==> src/rtl/fir_pkg.sv <==
// rtl/fir_pkg.sv - shared constants and helpers for the FIR filter
package fir_pkg;

  localparam string FIR_TYPE_NORMAL     = "NORMAL";
  localparam string FIR_TYPE_TRANSPOSED = "TRANSPOSED";

  // Full-precision accumulator width: product width plus growth for N terms
  function automatic int fir_acc_width(input int width_x, input int width_b, input int n);
    return width_x + width_b + $clog2(n);
  endfunction

endpackage

==> src/rtl/fir_tap.sv <==
// rtl/fir_tap.sv - one FIR tap: signed multiply plus its tap register
module fir_tap #(
  parameter int                        WIDTH_X    = 4,
  parameter int                        WIDTH_B    = 4,
  parameter int                        WIDTH_A    = 10,
  parameter logic signed [WIDTH_B-1:0] COEF       = '0,
  parameter bit                        TRANSPOSED = 1'b0
) (
  input  logic                      clk,
  input  logic                      rstn,
  input  logic signed [WIDTH_X-1:0] x_in,
  input  logic signed [WIDTH_A-1:0] sum_in,
  output logic signed [WIDTH_X-1:0] x_out,
  output logic signed [WIDTH_A-1:0] sum_out
);

  localparam int WIDTH_P = WIDTH_X + WIDTH_B;

  logic signed [WIDTH_X-1:0] mult_x;
  logic signed [WIDTH_P-1:0] prod;
  logic signed [WIDTH_A-1:0] prod_ext;

  // Signed x signed product, sign-extended to the accumulator width
  always_comb begin
    prod     = WIDTH_P'(mult_x) * WIDTH_P'(COEF);
    prod_ext = WIDTH_A'(prod);
  end

  if (TRANSPOSED) begin : g_transposed
    logic signed [WIDTH_A-1:0] acc_d;
    logic signed [WIDTH_A-1:0] acc_q;

    assign mult_x  = x_in;
    assign x_out   = x_in;
    assign sum_out = acc_q;

    // Next partial sum: this tap's product plus the downstream partial sum
    always_comb begin
      acc_d = sum_in + prod_ext;
    end

    // Partial-sum register, cleared asynchronously
    always_ff @(posedge clk or posedge rstn) begin
      if (rstn) acc_q <= '0;
      else      acc_q <= acc_d;
    end
  end else begin : g_normal
    logic signed [WIDTH_X-1:0] x_d;
    logic signed [WIDTH_X-1:0] x_q;

    assign mult_x  = x_q;
    assign x_out   = x_q;
    assign sum_out = sum_in + prod_ext;

    // Delay-line stage takes the previous stage's sample
    always_comb begin
      x_d = x_in;
    end

    // Delay-line register, cleared asynchronously
    always_ff @(posedge clk or posedge rstn) begin
      if (rstn) x_q <= '0;
      else      x_q <= x_d;
    end
  end

endmodule

==> src/rtl/fir_filter.sv <==
// rtl/fir_filter.sv - N-tap FIR filter, direct or transposed form
module fir_filter
  import fir_pkg::*;
#(
  parameter int                        N       = 4,
  parameter string                     TYPE    = "NORMAL",
  parameter int                        WIDTH_X = 4,
  parameter int                        WIDTH_B = 4,
  parameter int                        WIDTH_Y = WIDTH_X + WIDTH_B,
  parameter logic signed [WIDTH_B-1:0] B [N]   = '{WIDTH_B'(1), WIDTH_B'(2), WIDTH_B'(3), WIDTH_B'(4)}
) (
  input  logic                      clk,
  input  logic                      rstn,
  input  logic signed [WIDTH_X-1:0] x,
  output logic signed [WIDTH_Y-1:0] y
);

  localparam int WIDTH_A       = fir_acc_width(WIDTH_X, WIDTH_B, N);
  localparam bit IS_TRANSPOSED = (TYPE == FIR_TYPE_TRANSPOSED);

  if (TYPE != FIR_TYPE_NORMAL && TYPE != FIR_TYPE_TRANSPOSED) begin : g_bad_type
    $error("fir_filter: TYPE must be NORMAL or TRANSPOSED");
  end

  logic signed [WIDTH_X-1:0] x_chain   [N+1];
  logic signed [WIDTH_A-1:0] sum_chain [N+1];
  logic signed [WIDTH_Y-1:0] acc_fit;
  logic                      unused_tail;

  assign sum_chain[N] = '0;
  assign unused_tail  = ^x_chain[N];

  for (genvar i = 0; i < N; i++) begin : g_tap
    fir_tap #(
      .WIDTH_X   (WIDTH_X),
      .WIDTH_B   (WIDTH_B),
      .WIDTH_A   (WIDTH_A),
      .COEF      (B[i]),
      .TRANSPOSED(IS_TRANSPOSED)
    ) u_tap (
      .clk    (clk),
      .rstn   (rstn),
      .x_in   (x_chain[i]),
      .sum_in (sum_chain[i+1]),
      .x_out  (x_chain[i+1]),
      .sum_out(sum_chain[i])
    );
  end

  // Fit the full-precision sum to the output: wrap when narrower, sign-extend when wider
  if (WIDTH_Y <= WIDTH_A) begin : g_trunc
    assign acc_fit = sum_chain[0][WIDTH_Y-1:0];
    if (WIDTH_Y < WIDTH_A) begin : g_drop
      logic unused_msbs;
      assign unused_msbs = ^sum_chain[0][WIDTH_A-1:WIDTH_Y];
    end
  end else begin : g_extend
    assign acc_fit = {{(WIDTH_Y-WIDTH_A){sum_chain[0][WIDTH_A-1]}}, sum_chain[0]};
  end

  if (IS_TRANSPOSED) begin : g_transposed
    logic signed [WIDTH_X-1:0] x_d;
    logic signed [WIDTH_X-1:0] x_q;

    // The input register supplies the extra cycle so both forms share the same latency
    assign x_chain[0] = x_q;
    assign y          = acc_fit;

    // Sample the input every edge
    always_comb begin
      x_d = x;
    end

    // Input register, cleared asynchronously
    always_ff @(posedge clk or posedge rstn) begin
      if (rstn) x_q <= '0;
      else      x_q <= x_d;
    end
  end else begin : g_normal
    logic signed [WIDTH_Y-1:0] y_d;
    logic signed [WIDTH_Y-1:0] y_q;

    assign x_chain[0] = x;
    assign y          = y_q;

    // Output register captures the adder result over the delay line
    always_comb begin
      y_d = acc_fit;
    end

    // Output register, cleared asynchronously
    always_ff @(posedge clk or posedge rstn) begin
      if (rstn) y_q <= '0;
      else      y_q <= y_d;
    end
  end

endmodule

==> config.mk <==
export PLATFORM = sky130hd
export DESIGN_NAME = fir_filter
export DESIGN_NICKNAME = d
export VERILOG_FILES = /design/src/rtl/fir_pkg.sv /design/src/rtl/fir_tap.sv /design/src/rtl/fir_filter.sv
export SDC_FILE = /design/constraint.sdc
export NUM_CORES = 1
export LEC_CHECK = 0
export ABC_AREA = 1
export CAP_MARGIN = 20
export CORE_ASPECT_RATIO = 1.5
export CORE_MARGIN = 4
export CORE_UTILIZATION = 45
export DETAILED_ROUTE_END_ITERATION = 8
export HOLD_SLACK_MARGIN = 0.05
export PLACE_DENSITY = 0.76
export SETUP_SLACK_MARGIN = 0.02
export SYNTH_ARGS = -nofsm -noshare
export SYNTH_HDL_FRONTEND = slang
export SYNTH_SLANG_ARGS = --single-unit
==> constraint.sdc <==
create_clock -name clk -period 3.8 [get_ports clk]
set_clock_uncertainty 0.1 [all_clocks]
set_input_delay 0.38 -clock clk [delete_from_list [all_inputs] [get_ports clk]]
set_output_delay 0.38 -clock clk [all_outputs]
set_load 0.05 [all_outputs]
After elaboration in Yosys (flattened, before gate mapping). Cells that the tools add are included.

Bits of input ports: 6. Register bits: 24.

Multipliers: 1. Add/subtract/negate cells: 3.

Operators by type and width (count): $add 6x7->8 (1); $add 8x4->8 (1); $add 8x5->8 (1); $mul 4x3->7 const B (1).

Logic depth before layout (Yosys ltp). Gate-level depths: netlist (run 1).

Word-level depth: 4. Depth in mapped cells: 13. Depth with buffers taken out: 13.

Cells and area by module. A second synthesis (run 1) with hierarchy kept.

Cell total of the unflattened synthesis: 350. Area, all modules: 2533.7 µm².

By module, submodules not included: fir_tap (g_tap[2].u_tap) (instances 1, area each 744.5 µm², sequential area each 100.1 µm², cells an instance 106); fir_tap (g_tap[0].u_tap) (instances 1, area each 573.0 µm², sequential area each 100.1 µm², cells an instance 90); fir_tap (g_tap[1].u_tap) (instances 1, area each 528.0 µm², sequential area each 100.1 µm², cells an instance 77); fir_tap (g_tap[3].u_tap) (instances 1, area each 480.5 µm², sequential area each 100.1 µm², cells an instance 67); fir_filter (instances 1, area each 207.7 µm², sequential area each 200.2 µm², cells an instance 10).

Worst setup path before layout (run 1). OpenSTA, ideal clock, no wires.

Path kind: register -> register. Start: reg g_tap[0].u_tap.g_normal.x_q[2]. End: reg g_normal.y_q[6] (netlist: y[6]). Arrival: 2.804 ns. Path buffers: 0. Path slack: 0.816 ns. Period minus slack after synthesis: 2.984 ns. Cell stages (with the launch flop): 12. Path through: dfrtp_1 > inv_1 > fa_1 > fa_1 > fa_1 > inv_1 > ha_1 > inv_1 > fa_1 > nand3b_1 > nand2_1 > xor2_1.

Longest elaborated chain between the ends: 1.

RTL lines: start, declared (line fir_tap.sv:49) `logic signed [WIDTH_X-1:0] x_q;`; start signal, assigned (line fir_tap.sv:62) `if (rstn) x_q <= '0;`; start signal, assigned (line fir_tap.sv:63) `else x_q <= x_d;`; $add 8x4->8 (line fir_tap.sv:53) `assign sum_out = sum_in + prod_ext;`; via acc_fit[6] (line fir_filter.sv:27) `logic signed [WIDTH_Y-1:0] acc_fit;`; end signal, assigned (line fir_filter.sv:94) `else y_q <= y_d;`; end, declared (line fir_filter.sv:81) `logic signed [WIDTH_Y-1:0] y_q;`.

The timed path passes the listed nets, and every way through them passes these cells.

Worst setup path in the final report (run 1). Ends and elaborated chain as after synthesis.

==> key figures, run 1 <==
Status
  – Run status: finished, final reports clean

STA
  – Worst-margin pin slew: 0.8656 ns
  – Clock period minus final worst setup slack: 3.121 ns
  – Rel. slew slack: 0.4223
  – Unrepaired setup endpoints after global routing: false
  – Final Hold Viols: 0
  – Fmax: 0.3204 GHz
  – Final setup viols: 0
  – Slew Viols, Final: 0
  – Min Hold Slack: 0.2800 ns
  – Part of the cycle the worst path needs: 0.8214
  – Setup TNS Final: 0 ns

Synthesis
  – Post-synthesis sequential area ratio: 0.4748
  – Post-synth top area cell: dfrtp_1
  – Mean post-synth cell area: 11.71 sq um
  – Proportion of netlist area held by the largest area contributor: 0.4748
  – Flops & latches, synth: 24
  – Gate Count Post-Synth: 108
  – Ys Warns: 0
  – Top cells by area, synth: dfrtp_1, fa_1, ha_1
  – Yosys cell types: 13
  – Post-Syn Nets: 141
  – Netlist Area Pre-Place: 0.001265 sq mm

Clock network
  – Clock Tree Root: clkbuf_8
  – Worst-Skew Late Latency: 0.26 ns
  – Hold Buf Count CTS: 0
  – Max Buffers Root-to-Sink: 2
  – H-Tree Depth: 1
  – TritonCTS clock tree: built
  – Clk slew on worst S/H paths: 0.08 ns
  – Postcts setup bufs: 0
  – Clock Sink Count: 24
  – Post-CTS Resized: 0
  – Num CTS Buffers: 3

Global route
  – GRT Util Overall: 0.1192
  – GR Util met2: 0.2066
  – Met1 usage: 0.1370
  – First-pass GRT wire length: 3291 um
  – Initial antenna violation count: 0
  – Grt met3 use: 0.02863
  – Busiest grt layer: met2
  – Largest net degree at the start of global routing: 25
  – Vias in the first global route: 807
  – Grt total ovfl: 0

Setup path
  – Crit Path Class: flip-flop to flip-flop
  – CP max FO: 2
  – Req. time, crit path: 3.90 ns
  – Crit end category: flip-flop
  – Arrival @ worst endpoint: 3.22 ns
  – Worst Setup Start Kind: flip-flop

Detailed routing
  – Average vias per placed instance: 4.457
  – Routed WL per cell: 10.64 um
  – Starting DRT DRC Count: 20
  – Remaining DRCs: 0
  – First drt pass iteration count: 2
  – Drt total wl: 1723 um
  – Routed vias: 722
  – Post-DRT Antenna Nets: 0

Power
  – Leak: 0.7840 nW
  – VDD IR max: 0.0003199 V
  – PD cells: 616.9 mW/mm^2

Finish
  – Final instance area: 0.001496 sq mm
  – Nets: 159
  – Fillers: 234
  – Antenna diode count: 0
  – Commonest cells after routing, fill and taps aside: inv_1, dfrtp_1, ha_1
  – Fraction of final layout cells sized beyond drive strength 1: 0.04000
  – Layout area overhead: 18.30%
  – Final core occ: 0.5591
  – Commonest non-fill, non-tap cell in the layout: inv_1

Placed design
  – PortBufs: 13
  – GPL Wtd Cong: 0.7969
  – Placed Area: 0.001441 sq mm
  – Dpl hpwl: 1473 um

Die
  – Core footprint: 0.002676 sq mm
  – Initial Utilization: 0.4727
  – Die ar.: 0.003741 sq mm
  – I/O pins: 14
  – DIE HEIGHT: 72.94 um
  – Chip Width: 51.29 um
  – FP Rows: 23

Min path
  – Worst Hold Class: flip-flop to flip-flop

Flow run
  – Max Cap Viol: 0
==> path summary, 6_finish.rpt <==
path                                                           to                         startpoint  cells after the start  slack, ns
worst max-delay path                               y[6]$_DFF_PP0_  g_tap[0].u_tap.x_out[2]$_DFF_PP0_                     11       0.68
min in group asynchronous       g_tap[0].u_tap.x_out[1]$_DFF_PP0_                               rstn                      2       0.49
worst min-delay path            g_tap[1].u_tap.x_out[2]$_DFF_PP0_  g_tap[0].u_tap.x_out[2]$_DFF_PP0_                      0       0.28
max in group asynchronous       g_tap[2].u_tap.x_out[1]$_DFF_PP0_                               rstn                      2       2.58
worst max register to register                     y[6]$_DFF_PP0_  g_tap[0].u_tap.x_out[2]$_DFF_PP0_                     11       0.68
worst min register to register  g_tap[1].u_tap.x_out[2]$_DFF_PP0_  g_tap[0].u_tap.x_out[2]$_DFF_PP0_                      0       0.28
==> worst max-delay path, cell delays in order, from the launching register on <==
cell and delay (ns):
dfrtp_1 0.34, inv_1 0.06, fa_1 0.55, fa_1 0.44, fa_1 0.49, inv_1 0.07, ha_1 0.16, inv_1 0.06
fa_1 0.39, nand3b_1 0.17, nand2_1 0.08, xor2_1 0.14
==> report_power, final <==
group | total [W] | internal [W] | switching [W]
Clock | 0.000169 | 0.0000925 | 0.0000763
Combinational | 0.000437 | 0.000161 | 0.000276
Sequential | 0.000317 | 0.000302 | 0.0000156
Total | 0.000923 | 0.000555 | 0.000368
==> registers in the layout (all words and copies together), names as in the netlist <==
register and cells:
g_tap.u_tap.x_out 16, y 8
==> cells in the mapped netlist <==
library cell	n
nand3_2	1
dfrtp_1	24
fa_1	11
clkinv_1	1
xnor2_1	2
xor2_1	1
ha_1	16
nand3_1	2
nor2_1	1
nand3b_1	1
a21oi_1	2
nand2_1	13
inv_1	33
==> per-stage QoR <==
| stage | total power, W | worst slack (ns) | instances |
|---|---|---|---|
| final | 0.0009231 | 0.6785 | 162 |
| after global routing | 0.001001 | 0.4708 | 162 |
| after CTS | 0.0009387 | 0.6599 | 162 |
| after detailed placement | 0.0007687 | 0.6508 | 158 |
| after global placement | 0.0007534 | 0.7228 | 158 |
| after floorplan | 0.0006427 | 0.8164 | 108 |
==> cells by family after synthesis <==
logic type / Yosys count / synth area share
simple gates: 18 / 0.06331
flops: 24 / 0.4748
xor+xnor: 3 / 0.02078
buf+inv: 34 / 0.1009
compound gates: 2 / 0.007913
fa+ha+maj: 27 / 0.3323
==> final cells by class <==
| cell class | instances | area, sq um | share of cell area |
|---|---|---|---|
| repair buffers | 13 | 130.1 | 0.08696 |
| clock buffers | 4 | 55.05 | 0.03679 |
| inverters | 34 | 127.6 | 0.08528 |
| well taps | 37 | 46.29 | 0.03094 |
| flip-flops and latches | 24 | 600.6 | 0.4013 |
| multi-input cells | 50 | 536.8 | 0.3587 |
==> per-layer routing <==
metal  wire, um  vias up
met1        629      355
met5          0        -
met4         38        0
met2        968       15
met3         88        5
li1           -      347
No activity file was read; power rests on OpenSTA's default activity.
==> run 2, diff against run 1 <==
==> constraint.sdc (replaced) <==
create_clock -name clk -period 3.1 [get_ports clk]
set_clock_uncertainty 0.1 [all_clocks]
set_input_delay 0.31 -clock clk [delete_from_list [all_inputs] [get_ports clk]]
set_output_delay 0.31 -clock clk [all_outputs]
set_load 0.05 [all_outputs]
==> key figures, run 2 (synthesis results as in run 1) <==
Status
  – Run status: finished, final reports clean

Detailed routing
  – Routed WL per cell: 11.20 um (+5.3%)
  – Drt total wl: 1825 um (+5.9%)
  – Post-DRT Antenna Nets: 0 (unchanged)
  – Average vias per placed instance: 4.429 (-0.61%)
  – Remaining DRCs: 0 (unchanged)
  – Routed vias: 722 (unchanged)
  – Starting DRT DRC Count: 13 (-35%)
  – First drt pass iteration count: 2 (unchanged)

Finish
  – FF/Latch Area: 600.6 sq um (unchanged)
  – Fraction of final layout cells sized beyond drive strength 1: 0.07937 (+0.03937)
  – Area of the multi-input gates: 554.3 sq um (+3.3%)
  – Layout area overhead: 21.56%
  – Nets: 160 (+0.63%)
  – Final instance area: 0.001538 sq mm (+2.8%)
  – Commonest cells after routing, fill and taps aside: inv_1, dfrtp_1, ha_1
  – Commonest non-fill, non-tap cell in the layout: inv_1
  – Max reg flops: 16 (unchanged)
  – Fillers: 227 (-3.0%)
  – Antenna diode count: 0 (unchanged)

Setup path
  – Slowest stage cell, crit path: fa_1
  – Crit end category: flip-flop
  – Crit Path Class: flip-flop to flip-flop
  – Crit-path max cell delay: 0.56 ns (about the same)
  – Arrival @ worst endpoint: 3.15 ns (-0.07 ns)
  – Crit-path cells: inv_2 > fa_1 > fa_1 > fa_1 > inv_1 > ha_1 > inv_1 > fa_2 > nand3b_1 > nand2_1 > xor2_1
  – CP max FO: 2 (unchanged)
  – Most frequent CP cell: fa_1
  – Req. time, crit path: 3.19 ns (-0.71 ns)
  – Worst Setup Start Kind: flip-flop

STA
  – Fmax: 0.3269 GHz (+2.1%)
  – Worst-margin pin slew: 0.8729 ns (+0.007306 ns)
  – Slew Viols, Final: 0 (unchanged)
  – Unrepaired setup endpoints after global routing: true
  – Part of the cycle the worst path needs: 0.9867 (+0.1652)
  – Final Hold Viols: 0 (unchanged)
  – Final setup viols: 0 (unchanged)
  – Setup TNS Final: 0 ns (unchanged)
  – Rel. slew slack: 0.4174 (-0.004876)
  – Clock period minus final worst setup slack: 3.059 ns (-0.06280 ns)

Power
  – Cell Int Power: 0.0007549 W (+36%)
  – VDD IR max: 0.0005284 V (+65%)
  – Leak: 0.7938 nW (+1.2%)
  – Comb power frac: 0.459 (-0.014)
  – Clock power share: 0.221 (+0.038)
  – PD cells: 789.9 mW/mm^2 (+28%)
  – Net Sw Frac: 0.3785 (-0.02012)
  – Flop pwr share: 0.320 (-0.024)
  – P_sw: 0.0004597 W (+25%)

Placed design
  – GPL Wtd Cong: 0.8575 (+7.6%)
  – Placed Area: 0.001449 sq mm (+0.52%)
  – Dpl hpwl: 1450 um (-1.6%)
  – PortBufs: 13 (unchanged)

Clock network
  – H-Tree Depth: 1 (unchanged)
  – Worst-Skew Late Latency: 0.27 ns (about the same)
  – Hold Buf Count CTS: 0 (unchanged)
  – TritonCTS clock tree: built
  – Clock Sink Count: 24 (unchanged)
  – Num CTS Buffers: 3 (unchanged)
  – Postcts setup bufs: 0 (unchanged)
  – Clock Tree Root: clkbuf_8
  – Max Buffers Root-to-Sink: 2 (unchanged)
  – Clk slew on worst S/H paths: 0.08 ns (about the same)

Global route
  – Grt total ovfl: 0 (unchanged)
  – GRT Util Overall: 0.1201 (+0.0009091)
  – Vias in the first global route: 787 (-2.5%)
  – Initial antenna violation count: 0 (unchanged)
  – Largest net degree at the start of global routing: 25 (unchanged)
  – First-pass GRT wire length: 3270 um (-0.64%)

Die
  – Initial Utilization: 0.4727 (unchanged)
  – I/O pins: 14 (unchanged)
  – FP Rows: 23 (unchanged)
  – Chip Width: 51.29 um (unchanged)
  – DIE HEIGHT: 72.94 um (unchanged)
  – Die ar.: 0.003741 sq mm (unchanged)
  – Core footprint: 0.002676 sq mm (unchanged)

Flow run
  – Max Cap Viol: 0 (unchanged)

Min path
  – Worst Hold Class: flip-flop to flip-flop
## run 2: final timing paths
| check | startpoint | to | slack, ns | depth (start not counted) |
|---|---|---|---|---|
| worst max-delay path | g_tap[1].u_tap.x_out[1]$_DFF_PP0_ | y[6]$_DFF_PP0_ | 0.04 | 11 |
| max in group asynchronous | rstn | g_tap[0].u_tap.x_out[1]$_DFF_PP0_ | 1.94 | 2 |
| worst max register to register | g_tap[1].u_tap.x_out[1]$_DFF_PP0_ | y[6]$_DFF_PP0_ | 0.04 | 11 |
| worst min-delay path | g_tap[0].u_tap.x_out[2]$_DFF_PP0_ | g_tap[1].u_tap.x_out[2]$_DFF_PP0_ | 0.29 | 0 |
| worst min register to register | g_tap[0].u_tap.x_out[2]$_DFF_PP0_ | g_tap[1].u_tap.x_out[2]$_DFF_PP0_ | 0.29 | 0 |
| min in group asynchronous | rstn | g_tap[2].u_tap.x_out[1]$_DFF_PP0_ | 0.42 | 2 |
## run 2: through the flow
step	instances	power, W	hold WS (ns)	worst slack [ns]	utilization
2_1_floorplan	108	0.0007878	0.2246	0.1164	-
6_report	163	0.001215	0.2876	0.04132	0.5746
4_1_cts	163	0.001214	0.2917	0.02800	0.5690
5_1_grt	163	0.001299	0.3070	-0.09173	0.5746
3_5_place_dp	159	0.0009395	0.2647	-0.08934	0.5414
3_3_place_gp	159	0.0009261	0.2549	0.06864	0.5414
## run 2: cell type report
type	count	share of cell area
multi-input cells	50	0.3605
well taps	37	0.03011
flip-flops and latches	24	0.3906
clock buffers	3	0.02685
clock inverters	1	0.01953
inverters	34	0.08299
repair buffers	14	0.08950
## run 2: critical path, delay by kind of cell (launching register included)
family                   cells  cell delay (ns)
flip-flops                   1             0.36
XOR/XNOR                     1             0.17
buffers and inverters        3             0.18
adder cells (fa/ha/maj)      5             1.93
AND/OR/NAND/NOR              2             0.25
## run 2: repair_timing
item,4_1_cts,5_1_grt
gates resized for setup,2,2
endpoints found under the setup margin,1,3
pin swaps,3,3
## run 2: power groups by stage
stage | logic, W | clock network [W] | registers, W
4_1_cts | 0.000548 | 0.000276 | 0.000389
6_report | 0.000558 | 0.000269 | 0.000388
3_5_place_dp | 0.000543 | 0 | 0.000396
5_1_grt | 0.000614 | 0.000290 | 0.000395
3_3_place_gp | 0.000533 | 0 | 0.000393
2_1_floorplan | 0.000232 | 0 | 0.000556
## run 2: layer usage
metal	GRT usage	part of all wire	up-vias
met5	0	0	-
met4	0.06122	0.022	0
met3	0.01840	0.033	5
met2	0.2310	0.59	13
met1	0.1209	0.36	354
li1	-	-	350
==> run 3, diff against run 2 <==
--- a/config.mk
+++ b/config.mk
@@ -10,6 +10,7 @@
 export CORE_ASPECT_RATIO = 1.5
 export CORE_MARGIN = 4
 export CORE_UTILIZATION = 45
+export CTS_BUF_LIST = sky130_fd_sc_hd__clkbuf_8
 export DETAILED_ROUTE_END_ITERATION = 8
 export HOLD_SLACK_MARGIN = 0.05
 export PLACE_DENSITY = 0.76
==> constraint.sdc (replaced) <==
create_clock -name clk -period 3.75 [get_ports clk]
set_clock_uncertainty 0.1 [all_clocks]
set_input_delay 0.375 -clock clk [delete_from_list [all_inputs] [get_ports clk]]
set_output_delay 0.375 -clock clk [all_outputs]
set_load 0.05 [all_outputs]
==> results of run 3 <==
Same layout as run 1 (identical final DEF). Status: finished, final reports clean.
Main changes from that run: setup slack after placement 0.6508 ns -> 0.6008 ns; setup slack after layout 0.6785 ns -> 0.6285 ns; register-to-register setup slack 0.68 ns -> 0.63 ns; total power 0.0009231 W -> 0.0009354 W; worst IR drop on VDD 0.0003199 V -> 0.0003242 V
